`config.mk`:
```
export PLATFORM = sky130hd
export DESIGN_NAME = doodle_physics_core_flat
export DESIGN_NICKNAME = d
export VERILOG_FILES = /design/src/rtl/doodle_physics_core_if.sv /design/src/rtl/doodle_physics_core.sv /design/src/flat_wrapper.sv
export SDC_FILE = /design/constraint.sdc
export NUM_CORES = 1
export LEC_CHECK = 0
export CAP_MARGIN = 40
export CORE_UTILIZATION = 24
export CTS_BUF_LIST = sky130_fd_sc_hd__clkbuf_4 sky130_fd_sc_hd__clkbuf_8 sky130_fd_sc_hd__clkbuf_16
export DETAILED_ROUTE_END_ITERATION = 12
export PLACE_DENSITY = 0.4
export SYNTH_ARGS = -nofsm -noshare
export SYNTH_HDL_FRONTEND = slang
export SYNTH_SLANG_ARGS = --single-unit
```
`constraint.sdc`:
```
create_clock -name Clk -period 12.7 [get_ports Clk]
set_clock_uncertainty 0.15 [all_clocks]
set_input_delay 2.54 -clock Clk [delete_from_list [all_inputs] [get_ports Clk]]
set_output_delay 2.54 -clock Clk [all_outputs]
set_load 0.005 [all_outputs]
```
`src/rtl/doodle_physics_core_if.sv`:
```
// Signal bundle between the game controller side and the per-frame physics core.
// The master drives the frame strobe and player/collision inputs; the slave returns sprite state.
interface doodle_physics_core_if #(
    parameter int X_W = 10,
    parameter int Y_W = 10
);
    logic                  frame_tick;
    logic                  start;
    logic [7:0]            keycode;
    logic                  land_hit;
    logic                  boost;
    logic [X_W-1:0]        BallX;
    logic [Y_W-1:0]        BallY;
    logic [9:0]            BallS;
    logic signed [Y_W:0]   vel_y;
    logic [1:0]            state;
    logic [Y_W-1:0]        scroll_dy;
    logic                  game_over;

    modport master (
        output frame_tick, start, keycode, land_hit, boost,
        input  BallX, BallY, BallS, vel_y, state, scroll_dy, game_over
    );

    modport slave (
        input  frame_tick, start, keycode, land_hit, boost,
        output BallX, BallY, BallS, vel_y, state, scroll_dy, game_over
    );
endinterface

```
`src/rtl/doodle_physics_core.sv`:
```
// Per-frame motion engine for the jumping character: gravity, bounce, wrap, scroll and death.
// Every register advances only on frame_tick; all outputs come straight from registers.
module doodle_physics_core #(
    parameter int X_W         = 10,
    parameter int Y_W         = 10,
    parameter int X_MIN       = 0,
    parameter int X_MAX       = 639,
    parameter int Y_MAX       = 479,
    parameter int X_CENTER    = 320,
    parameter int Y_CENTER    = 240,
    parameter int SIZE        = 4,
    parameter int X_SPEED     = 2,
    parameter int JUMP_VEL    = 12,
    parameter int BOOST_VEL   = 20,
    parameter int GRAVITY     = 1,
    parameter int GRAV_DIV    = 2,
    parameter int VMAX_FALL   = 8,
    parameter int SCROLL_LINE = 160
) (
    input  logic Clk,
    input  logic Reset,
    doodle_physics_core_if.slave bus
);
    typedef enum logic [1:0] {IDLE = 2'd0, RISING = 2'd1, FALLING = 2'd2, DEAD = 2'd3} state_t;

    localparam int GW = (GRAV_DIV > 1) ? $clog2(GRAV_DIV) : 1;

    localparam logic signed [Y_W+1:0] SCROLL_S  = (Y_W+2)'(SCROLL_LINE);
    localparam logic signed [Y_W+1:0] SIZE_S    = (Y_W+2)'(SIZE);
    localparam logic signed [Y_W+1:0] YMAX_S    = (Y_W+2)'(Y_MAX);
    localparam logic signed [Y_W+1:0] VMAX_S    = (Y_W+2)'(VMAX_FALL);
    localparam logic signed [Y_W+1:0] GRAV_S    = (Y_W+2)'(GRAVITY);
    localparam logic signed [Y_W:0]   VEL_JUMP  = (Y_W+1)'(-JUMP_VEL);
    localparam logic signed [Y_W:0]   VEL_BOOST = (Y_W+1)'(-BOOST_VEL);
    localparam logic signed [X_W+1:0] XMIN_S    = (X_W+2)'(X_MIN);
    localparam logic signed [X_W+1:0] XMAX_S    = (X_W+2)'(X_MAX);
    localparam logic signed [X_W+1:0] XSPD_S    = (X_W+2)'(X_SPEED);

    state_t                state_reg, state_next;
    logic [X_W-1:0]        x_reg, x_next;
    logic [Y_W-1:0]        y_reg, y_next;
    logic signed [Y_W:0]   vel_reg, vel_next;
    logic [Y_W-1:0]        scroll_reg, scroll_next;
    logic [GW-1:0]         gcnt_reg, gcnt_next;
    logic                  go_reg, go_next;

    // Shared motion terms, always computed from the pre-tick register values
    logic signed [Y_W+1:0] y_sum, vel_grav;
    logic signed [Y_W:0]   vel_after;
    logic [GW-1:0]         gcnt_after;
    logic                  grav_step, move_r, move_l, land_now, die_now;
    logic signed [X_W+1:0] x_sum;
    logic [X_W-1:0]        x_wrap;

    assign y_sum      = $signed({2'b00, y_reg}) + $signed({vel_reg[Y_W], vel_reg});
    assign grav_step  = (gcnt_reg == GW'(GRAV_DIV - 1));
    assign vel_grav   = $signed({vel_reg[Y_W], vel_reg}) + GRAV_S;
    assign vel_after  = !grav_step ? vel_reg :
                        (vel_grav > VMAX_S) ? (Y_W+1)'(VMAX_S) : (Y_W+1)'(vel_grav);
    assign gcnt_after = grav_step ? '0 : gcnt_reg + GW'(1);

    assign move_r = (bus.keycode == 8'd7) || (bus.keycode == 8'd79);
    assign move_l = (bus.keycode == 8'd4) || (bus.keycode == 8'd80);
    assign x_sum  = $signed({2'b00, x_reg}) + (move_r ? XSPD_S : move_l ? -XSPD_S : '0);

    // Wrap carries the overshoot onto the opposite edge so speed is preserved
    always_comb begin
        x_wrap = x_sum[X_W-1:0];
        if (x_sum > XMAX_S)
            x_wrap = X_W'(XMIN_S + (x_sum - XMAX_S - 1));
        else if (x_sum < XMIN_S)
            x_wrap = X_W'(XMAX_S - (XMIN_S - x_sum - 1));
    end

    assign land_now = (state_reg == FALLING) && bus.land_hit;
    assign die_now  = (state_reg == FALLING) && !bus.land_hit && ((y_sum + SIZE_S) > YMAX_S);

    always_ff @(posedge Clk) begin
        if (Reset) begin
            state_reg  <= IDLE;
            x_reg      <= X_W'(X_CENTER);
            y_reg      <= Y_W'(Y_CENTER);
            vel_reg    <= '0;
            scroll_reg <= '0;
            gcnt_reg   <= '0;
            go_reg     <= 1'b0;
        end else begin
            state_reg  <= state_next;
            x_reg      <= x_next;
            y_reg      <= y_next;
            vel_reg    <= vel_next;
            scroll_reg <= scroll_next;
            gcnt_reg   <= gcnt_next;
            go_reg     <= go_next;
        end
    end

    always_comb begin
        state_next = state_reg;
        if (bus.frame_tick) begin
            case (state_reg)
                IDLE:    if (bus.start) state_next = RISING;
                RISING:  state_next = (vel_after < 0) ? RISING : FALLING;
                FALLING: begin
                    if (land_now)      state_next = RISING;
                    else if (die_now)  state_next = DEAD;
                    else               state_next = (vel_after < 0) ? RISING : FALLING;
                end
                default: if (bus.start) state_next = IDLE;
            endcase
        end
    end

    always_comb begin
        x_next      = x_reg;
        y_next      = y_reg;
        vel_next    = vel_reg;
        scroll_next = scroll_reg;
        gcnt_next   = gcnt_reg;
        go_next     = go_reg;
        if (bus.frame_tick) begin
            scroll_next = '0;
            case (state_reg)
                IDLE: begin
                    if (bus.start) begin
                        vel_next  = VEL_JUMP;
                        gcnt_next = '0;
                    end
                end
                RISING: begin
                    x_next    = x_wrap;
                    vel_next  = vel_after;
                    gcnt_next = gcnt_after;
                    // Clamp at the scroll line and hand the overshoot to the world scroller
                    if (y_sum < SCROLL_S) begin
                        y_next      = Y_W'(SCROLL_S);
                        scroll_next = Y_W'(SCROLL_S - y_sum);
                    end else begin
                        y_next = Y_W'(y_sum);
                    end
                end
                FALLING: begin
                    x_next = x_wrap;
                    if (land_now) begin
                        vel_next  = bus.boost ? VEL_BOOST : VEL_JUMP;
                        gcnt_next = '0;
                    end else if (die_now) begin
                        y_next    = Y_W'(Y_MAX - SIZE);
                        vel_next  = '0;
                        gcnt_next = '0;
                        go_next   = 1'b1;
                    end else begin
                        y_next    = Y_W'(y_sum);
                        vel_next  = vel_after;
                        gcnt_next = gcnt_after;
                    end
                end
                default: begin
                    if (bus.start) begin
                        x_next    = X_W'(X_CENTER);
                        y_next    = Y_W'(Y_CENTER);
                        vel_next  = '0;
                        gcnt_next = '0;
                        go_next   = 1'b0;
                    end
                end
            endcase
        end
    end

    always_comb begin
        bus.BallX     = x_reg;
        bus.BallY     = y_reg;
        bus.BallS     = 10'(SIZE);
        bus.vel_y     = vel_reg;
        bus.state     = state_reg;
        bus.scroll_dy = scroll_reg;
        bus.game_over = go_reg;
    end
endmodule
```
`src/flat_wrapper.sv`:
```
// flat-port wrapper written by rule: the top's interface ports become plain ports
module doodle_physics_core_flat 
#(
    parameter int X_W         = 10,
    parameter int Y_W         = 10,
    parameter int X_MIN       = 0,
    parameter int X_MAX       = 639,
    parameter int Y_MAX       = 479,
    parameter int X_CENTER    = 320,
    parameter int Y_CENTER    = 240,
    parameter int SIZE        = 4,
    parameter int X_SPEED     = 2,
    parameter int JUMP_VEL    = 12,
    parameter int BOOST_VEL   = 20,
    parameter int GRAVITY     = 1,
    parameter int GRAV_DIV    = 2,
    parameter int VMAX_FALL   = 8,
    parameter int SCROLL_LINE = 160
)
  (Clk, Reset, bus_frame_tick, bus_start, bus_keycode, bus_land_hit, bus_boost, bus_BallX, bus_BallY, bus_BallS, bus_vel_y, bus_state, bus_scroll_dy, bus_game_over);
  doodle_physics_core_if #(.X_W(X_W), .Y_W(Y_W)) bus_i ();
  input  logic Clk;
  input  logic Reset;
  input wire logic [$bits(bus_i.frame_tick)-1:0] bus_frame_tick;
  input wire logic [$bits(bus_i.start)-1:0] bus_start;
  input wire logic [$bits(bus_i.keycode)-1:0] bus_keycode;
  input wire logic [$bits(bus_i.land_hit)-1:0] bus_land_hit;
  input wire logic [$bits(bus_i.boost)-1:0] bus_boost;
  output wire logic [$bits(bus_i.BallX)-1:0] bus_BallX;
  output wire logic [$bits(bus_i.BallY)-1:0] bus_BallY;
  output wire logic [$bits(bus_i.BallS)-1:0] bus_BallS;
  output wire logic [$bits(bus_i.vel_y)-1:0] bus_vel_y;
  output wire logic [$bits(bus_i.state)-1:0] bus_state;
  output wire logic [$bits(bus_i.scroll_dy)-1:0] bus_scroll_dy;
  output wire logic [$bits(bus_i.game_over)-1:0] bus_game_over;
  assign bus_i.frame_tick = bus_frame_tick;
  assign bus_i.start = bus_start;
  assign bus_i.keycode = bus_keycode;
  assign bus_i.land_hit = bus_land_hit;
  assign bus_i.boost = bus_boost;
  assign bus_BallX = bus_i.BallX;
  assign bus_BallY = bus_i.BallY;
  assign bus_BallS = bus_i.BallS;
  assign bus_vel_y = bus_i.vel_y;
  assign bus_state = bus_i.state;
  assign bus_scroll_dy = bus_i.scroll_dy;
  assign bus_game_over = bus_i.game_over;
  doodle_physics_core #(.X_W(X_W), .Y_W(Y_W), .X_MIN(X_MIN), .X_MAX(X_MAX), .Y_MAX(Y_MAX), .X_CENTER(X_CENTER), .Y_CENTER(Y_CENTER), .SIZE(SIZE), .X_SPEED(X_SPEED), .JUMP_VEL(JUMP_VEL), .BOOST_VEL(BOOST_VEL), .GRAVITY(GRAVITY), .GRAV_DIV(GRAV_DIV), .VMAX_FALL(VMAX_FALL), .SCROLL_LINE(SCROLL_LINE)) u_core (.Clk(Clk), .Reset(Reset), .bus(bus_i));
endmodule
```
==> results of run 1 <==
==> placed cells by master, fill, tap and decap left out, drive strengths merged, types with 14 or more instances in the layout <==
| cell type | n |
|---|---|
| nand2 | 48 |
| clkdlybuf4s50 | 56 |
| a21oi | 49 |
| inv | 28 |
| xnor2 | 16 |
| a211oi | 15 |
| nand4 | 18 |
| ha | 30 |
| nand3 | 14 |
| o21ai | 32 |
| dfxtp | 44 |
| nor2 | 29 |
==> layout make-up <==
cell class | count | area, µm²
Clock buffer | 7 | 153
Multi-Input combinational cell | 415 | 2770
Fill cell | 1762 | 11100
Inverter | 28 | 105
Timing Repair Buffer | 59 | 591
Tap cell | 216 | 270
Clock inverter | 1 | 30.0
Sequential cell | 44 | 881
==> where the power goes <==
part	switching [mW]	total [mW]	internal (mW)	leakage (nW)
logic	0.0670	0.114	0.0471	1.31
registers	0.00998	0.152	0.142	0.357
clock network	0.0564	0.160	0.104	0.0901
==> worst paths after layout <==
path | start | to | slack (ps)
worst max-delay path | bus_keycode[0] | u_core.bus.BallX[8] | 6420
worst min-delay path | u_core.bus.scroll_dy[8] | u_core.bus.scroll_dy[8] | 310
worst max register to register | u_core.bus.vel_y[0] | u_core.bus.vel_y[8] | 8680
worst min register to register | u_core.bus.scroll_dy[8] | u_core.bus.scroll_dy[8] | 310
==> per-layer routing <==
layer / vias up / routed length (µm) / global-route usage [%]
met5: - / 0 / 0
li1: 1962 / - / -
met4: 0 / 126 / 4.10
met3: 8 / 543 / 2.48
met2: 95 / 5340 / 24.3
met1: 1789 / 5900 / 20.1
==> metrics by stage <==
step                      power (mW)  hold WS, ps
final                          0.426          307
after global routing           0.452          324
after CTS                      0.433          311
after detailed placement       0.269          301
after global placement         0.268          297
after floorplan                0.234          298
==> kinds of logic (layout without fill, tap and decap cells) <==
group	count (synthesis)	in the layout	share of synthesized area, %
buf+inv	63	95	7.23
flops	44	44	22.6
fa+ha+maj	32	32	10.7
xor+xnor	27	27	6.07
simple gates	167	167	21.6
compound gates	175	175	30.8
other cells	2	11	0.193
mux	3	3	0.771
==> worst register-to-register path: cells and delay by family (launching register included) <==
| kind | cells | cell delay, ps |
|---|---|---|
| AND/OR/NAND/NOR | 3 | 560 |
| buffers and inverters | 1 | 70 |
| flip-flops | 1 | 560 |
| AO/OA/AOI/OAI | 5 | 1870 |
| adder cells (fa/ha/maj) | 2 | 700 |
==> results_dict.tcl, run 1 <==
set metrics [dict create \
    synth_cell_types 68 \
    synthArstFlopShare_pct 0 \
    stdcell_area_um2 4800 \
    cts_root_buffer "clkbuf_16" \
    synth-seq-cells 44 \
    powerDensity_nw_per_um2 88.8 \
    path_clk_slew_ps 60 \
    post-cts-setup-buffers 0 \
    slew_headroom_pct 52.0 \
    hpwl_um 9210 \
    clockBufferDepth 2 \
    cp-start-kind "primary input" \
    io_pins 68 \
    cap_viol_max_count 0 \
    setup_violations 0 \
    core_um2 15900 \
    dp.cells 762 \
    finalWorstSetupSlack_ps 6420 \
    ys_warn_count 0 \
    fmax_mhz 159 \
    drt_iter0_drc 187 \
    synth_common_cells "a21oi_1 (49), nand2_1 (48), dfxtp_1 (44)" \
    grt_pass1_vias 3698 \
    synth-main-ff-cell "dfxtp_1" \
    antenna_found_initial 0 \
    path_cells "clkdlybuf4s50_1, or4_1, a211oi_2, buf_4, ha_1, a211oi_1, o21ai_0, a31oi_1, xor2_1, inv_1, ha_1, a311o_1, o21ai_0, o32a_1" \
    slowest_stage "or4_1" \
    port_buffers 56 \
    worst-path-buf-inv 3 \
    arrival_ps 6360 \
    rows 46 \
    syn2layout_area_growth_pct 23.1 \
    synth-edff-count 0 \
    outcome "finished, final reports clean" \
    ys_seq_area_share_pct 22.6 \
    fin_setup_tns_ps 0 \
    grt_util_all_layers_pct 14.9 \
    yosys.area.top_type_share_pct 22.6 \
    insertion_delay_ps 290 \
    cts_repair_resize_count 0 \
    max_slew.worst_pin.slew_ps 715 \
    placed_area_um2 4610 \
    grt_pass1_wl_um 19600 \
    htreeDepth 2 \
    grt_max_degree 28 \
    clock-sinks 44 \
    synth_top_area_cell "dfxtp_1" \
    drt_wl_total_um 11900 \
    worstHoldPathCells 2 \
    path_depth 14 \
    nets 599 \
    drive_gt1_share_pct 4.87 \
    ant_nets 0 \
    cp_top_family "compound AO/OA/AOI/OAI gates" \
    post-route-util_pct 30.2 \
    firstDrtPassIters 4 \
    peakVddDrop_mv 0.0459 \
    via_count 3854 \
    synth.area.top_cells "dfxtp_1 (23%), ha_1 (9.6%), a21oi_1 (6.3%)" \
    grt-ovfl-total 0 \
    rsz0062_at_grt "false" \
    cts_made_buffers 5 \
    finalHoldViolCount 0 \
    drc 0 \
    cts_hold_buf 0 \
    finalCritPeriodShare_pct 49.4 \
    largest_reg_flops 11 \
    stdcell_count 770 \
    period_needed_ps 6280 \
    endpoint_kind "register" \
    drv_slew 0 \
    cp_data_required_time_ps 12790 \
    antenna_cells_inserted 0 \
    gp_congestion 0.799 \
    reg2regPathDepth 11 \
    p_leak_nw 1.76 \
    dieArea_um2 16700 \
    synth.avg_cell_area_um2 7.60 \
    synth.cell_area_um2 3900 \
    crit_type "in2reg" \
    cts_tree "done" \
    synthMostInstantiatedCell "a21oi_1" \
    initial_core_util_pct 24.5 \
    cp_slowest_stage_delay_ps 530 \
    die_w_um 129 \
    via_per_inst 5.01 \
    hold_path_class "reg2reg" \
    post_drt_wl_per_cell_um 15.5 \
    synth_cells 513 \
    die_y_um 129 \
    preCtsSetupSlack_ps 6110 \
    critPathMaxFanout 13 \
]
No activity file was read; power rests on OpenSTA's default activity.
==> run 2: changes to the inputs <==
Settings changed: PLACE_DENSITY 0.4 to 0.41.
Clock period 12.7 ns to 5.6 ns, I/O delays scaled along.
==> run 2 against run 1 <==
Combinational power grew 130%. Core utilization fell by 0.23 points. Sequential share of layout area grew 0.14 points. Critical endpoint unchanged. Highest routed layer unchanged.
==> results_dict.tcl, run 2 (synthesis results as in run 1) <==
set metrics [dict create \
    post-route-util_pct 30.0 \
    gp_congestion 0.849 \
    grt_util_all_layers_pct 15.0 \
    endpoint_kind "register" \
    antenna_cells_inserted 0 \
    path_clk_slew_ps 70 \
    stdcell_count 770 \
    stdcell_area_um2 4760 \
    whs_ps 313 \
    crit_type "in2reg" \
    cts_repair_resize_count 0 \
    finalWorstSetupSlack_ps 940 \
    critPathMaxFanout 12 \
    cp_top_family "compound AO/OA/AOI/OAI gates" \
    max_slew.worst_pin.slew_ps 915 \
    slowest_stage "or4_1" \
    initial_core_util_pct 24.5 \
    grt_pass1_wl_um 19900 \
    arrival_ps 4750 \
    layout_common_cells "clkdlybuf4s50_1 (56), a21oi_1 (49), nand2_1 (48)" \
    grt_pass1_vias 3760 \
    power_mw 0.924 \
    nets 599 \
    worst-path-buf-inv 3 \
    crit_top_cell "o21ai_0" \
    drv_slew 0 \
    cp_data_required_time_ps 5690 \
    grt-ovfl-total 0 \
    dp.cells 762 \
    peakVddDrop_mv 0.122 \
    hold_path_class "reg2reg" \
    rows 46 \
    cts_root_buffer "clkbuf_16" \
    via_count 3911 \
    rsz0062_at_grt "false" \
    insertion_delay_ps 300 \
    io_pins 68 \
    path_cells "clkdlybuf4s50_1, or4_1, a211oi_2, buf_4, ha_1, o21ai_0, o21ai_0, a31oi_1, xor2_1, inv_1, ha_1, a311o_1, o21ai_0, o32a_1" \
    largest_reg_flops 11 \
    drt_wl_total_um 12100 \
    outcome "finished, final reports clean" \
    setup_violations 0 \
    placed_area_um2 4610 \
    grt_max_degree 27 \
    port_buffers 56 \
    cts_tree "done" \
    mostFrequentLayoutCell "clkdlybuf4s50_1" \
    via_per_inst 5.08 \
    drive_gt1_share_pct 4.87 \
    drt_iter0_drc 203 \
    cap_viol_max_count 0 \
    clock-sinks 44 \
    post_drt_wl_per_cell_um 15.8 \
    ant_nets 0 \
    clockBufferDepth 2 \
    cts_made_buffers 5 \
    core_um2 15900 \
    fmax_mhz 215 \
    die_w_um 129 \
    firstDrtPassIters 4 \
    period_needed_ps 4660 \
    cp-start-kind "primary input" \
    hpwl_um 9290 \
    die_y_um 129 \
    preCtsSetupSlack_ps 632 \
    drc 0 \
    htreeDepth 2 \
    post-cts-setup-buffers 0 \
    p_leak_nw 1.74 \
    finalHoldViolCount 0 \
    powerDensity_nw_per_um2 194 \
    slew_headroom_pct 39.0 \
    finalCritPeriodShare_pct 83.2 \
    dieArea_um2 16700 \
    cp_slowest_stage_delay_ps 530 \
    antenna_found_initial 0 \
    syn2layout_area_growth_pct 22.2 \
    cts_hold_buf 0 \
    fin_setup_tns_ps 0 \
]
[run 2: changes by cell type in the layout (fill, tap and decap cells not counted), sizes merged]
cell / previous run / this run
clkinvlp: 0 / 1
bufinv: 1 / 0
[run 2: tightest hold or removal path, stage by stage (launching register included)]
cell	delay (ps)
dfxtp_1	310
nand2_1	50
a21oi_1	50
[run 2: worst paths after layout]
check                           cells past startpoint                     from                       to  slack [ps]
worst min register to register                      2  u_core.bus.scroll_dy[0]  u_core.bus.scroll_dy[0]         310
worst min-delay path                                2  u_core.bus.scroll_dy[0]  u_core.bus.scroll_dy[0]         310
worst max-delay path                               14           bus_keycode[0]      u_core.bus.BallX[8]         940
worst max register to register                     10      u_core.bus.vel_y[1]      u_core.bus.vel_y[6]        1590
[run 2: per-layer routing]
layer | wire length (µm) | track usage (%)
met2 | 5490 | 24.2
met4 | 135 | 3.83
met1 | 6020 | 20.9
met5 | 0 | 0
met3 | 481 | 2.15
[run 2: power by group]
| group | leakage [nW] | switching (mW) | internal (mW) | total (mW) |
|---|---|---|---|---|
| clock network | 0.0736 | 0.138 | 0.183 | 0.321 |
| logic | 1.31 | 0.154 | 0.105 | 0.260 |
| registers | 0.357 | 0.0214 | 0.322 | 0.343 |
[run 2: cell type report]
type	instances	area [µm²]
Clock buffer	7	146
Inverter	28	105
Timing Repair Buffer	59	583
Multi-Input combinational cell	415	2770
Clock inverter	1	7.51
Fill cell	1753	11100
Sequential cell	44	881
Tap cell	216	270
==> run 3: changes to the inputs <==
Clock period 5.6 ns to 3.85 ns, I/O delays scaled along.
==> run 3 against run 2 <==
Total power increased by 65%. Clock power up 95%. Highest routed layer unchanged. Worst setup slack got worse by 840 ps. Count of clock-buffer cells in the layout decreased by 2. Final area grew 13%. Wire length rose by 2.7%. Non-clock buffer count grew 39. Flip-flop and latch count did not move. Sequential power up 44%. Core utilization grew 3.8 points. Sequential share of layout area down 2.1 points.
==> results_dict.tcl, run 3 (synthesis results as in run 1) <==
set metrics [dict create \
    outcome "finished, final reports clean" \
    initial_core_util_pct 24.5 \
    cp_data_required_time_ps 3920 \
    dieArea_um2 16700 \
    power_mw 1.53 \
    largest_reg_flops 11 \
    setup_violations 0 \
    layout_common_cells "clkdlybuf4s50_1 (50), a21oi_1 (48), nand2_1 (47)" \
    grt-ovfl-total 0 \
    worst-path-buf-inv 2 \
    cap_viol_max_count 0 \
    via_per_inst 5.04 \
    grt_util_all_layers_pct 15.0 \
    finalHoldViolCount 0 \
    fillers 1684 \
    clockBufferDepth 2 \
    die_y_um 129 \
    finalWorstSetupSlack_ps 96.3 \
    peakVddDrop_mv 0.233 \
    drt_iter0_drc 211 \
    antenna_found_initial 0 \
    whs_ps 315 \
    cts_tree "done" \
    core_um2 15900 \
    holdCritStartpoint "u_core.bus.scroll_dy[0]" \
    worstHoldPathCells 2 \
    cts_root_buffer "clkbuf_16" \
    ant_nets 0 \
    hold_path_class "reg2reg" \
    powerDensity_nw_per_um2 284 \
    clock-sinks 44 \
    die_w_um 129 \
    cts_made_buffers 5 \
    nets 638 \
    whs_endpoint "u_core.bus.scroll_dy[0]" \
    grt_pass1_wl_um 19900 \
    grt_use_met3_pct 3.18 \
    use_met2_pct 24.9 \
    port_buffers 56 \
    rows 46 \
    grt_max_degree 26 \
    crit_type "in2reg" \
    drv_slew 0 \
    drc 0 \
    gp_congestion 0.819 \
    p_leak_nw 2.03 \
    endpoint_kind "register" \
    path_clk_slew_ps 70 \
    reg2regPathDepth 11 \
    busiest_layer "met2" \
    cp_top_family "compound AO/OA/AOI/OAI gates" \
    drive_gt1_share_pct 15.9 \
    grt_pass1_vias 3854 \
    cts_hold_buf 0 \
    antenna_cells_inserted 0 \
    slowest_stage "or4_4" \
    mostFrequentLayoutCell "clkdlybuf4s50_1" \
    cp_slowest_stage_delay_ps 440 \
    io_pins 68 \
    path_cells "clkdlybuf4s50_1, or4_4, a211oi_4, a41o_1, ha_2, fa_2, a21oi_4, o2111ai_4, a31oi_2, nand2b_1, o211ai_1, buf_4, o211a_1, or3_1, a21oi_1" \
    critPathMaxFanout 5 \
    drt_wl_total_um 12500 \
    reg2reg_to "u_core.bus.state[0]" \
    arrival_ps 3830 \
    insertion_delay_ps 290 \
    rrSetupSlack_ps 390 \
    cp-start-kind "primary input" \
    slew_headroom_pct 51.8 \
    r2r-start "u_core.bus.vel_y[0]" \
    post-route-util_pct 33.8 \
    max_slew.worst_pin.slew_ps 718 \
    syn2layout_area_growth_pct 37.9 \
    hpwl_um 9540 \
    period_needed_ps 3750 \
    met1_usage_pct 19.7 \
    finalCritPeriodShare_pct 97.5 \
    htreeDepth 2 \
    via_count 4080 \
    fmax_mhz 266 \
    post_drt_wl_per_cell_um 15.4 \
    preCtsSetupSlack_ps -478 \
    firstDrtPassIters 5 \
]
## run 3: cell count changes in the layout (fill, tap and decap cells not counted), moves of 3 or more
| cell | previous run | this run |
|---|---|---|
| ha_4 | 0 | 7 |
| dlymetal6s2s_1 | 0 | 4 |
| o21ai_0 | 18 | 14 |
| buf_6 | 0 | 4 |
| buf_4 | 3 | 38 |
| ha_1 | 30 | 22 |
| bufinv_16 | 0 | 3 |
| clkdlybuf4s50_1 | 56 | 50 |
## run 3: per-stage QoR
step | TNS [ps] | cells | cell area, µm²
3_3_place_gp | -1070 | 798 | 4910
3_5_place_dp | -1320 | 798 | 4910
6_report | 0 | 809 | 5370
4_1_cts | 0 | 809 | 5240
5_1_grt | -35.0 | 809 | 5370
2_1_floorplan | -346 | 522 | 3960
## run 3: how the worst max path moves through the flow
stage | slack [ps] | endpoint | start | cells after the start
6_report | 100 | u_core.bus.BallX[7] | bus_keycode[5] | 15
3_3_place_gp | -390 | u_core.bus.BallX[8] | bus_keycode[0] | 14
3_5_place_dp | -480 | u_core.bus.BallX[8] | bus_keycode[0] | 14
5_1_grt | -20 | u_core.bus.BallX[8] | bus_keycode[3] | 14
4_1_cts | 40 | u_core.bus.BallX[7] | bus_keycode[2] | 16
2_1_floorplan | -140 | u_core.bus.BallX[8] | bus_keycode[0] | 12
## run 3: final cells by class
| cell class | instances | area [µm²] | share of cell area [%] |
|---|---|---|---|
| clock buffers | 5 | 125 | 2.33 |
| well taps | 216 | 270 | 5.03 |
| inverters | 28 | 105 | 1.96 |
| clock inverters | 3 | 90.1 | 1.68 |
| repair buffers | 98 | 898 | 16.7 |
| multi-input cells | 415 | 3000 | 55.9 |
| flip-flops and latches | 44 | 881 | 16.4 |
## run 3: report_power, final
group	internal (mW)	switching (mW)	leakage, nW
clock	0.438	0.189	0.104
combinational	0.173	0.235	1.57
sequential	0.468	0.0252	0.357
## run 3: repair_timing
action | 4_1_cts | 5_1_grt
pin swaps | 10 | 15
cloned | 0 | 0
endpoints found under the setup margin | 3 | 3
resized for setup | 18 | 23
setup buffers | 3 | 0
## run 3: tightest hold or removal path: stages (launching register included)
cell     delay [ps]
dfxtp_1         320
nand2_1          50
a21oi_1          50
## run 3: routing by layer
layer  wire length [µm]  vias to the layer above
met4                144                        0
met1               5930                     1934
li1                   -                     2039
met5                  0                        -
met3                603                        9
met2               5780                       98
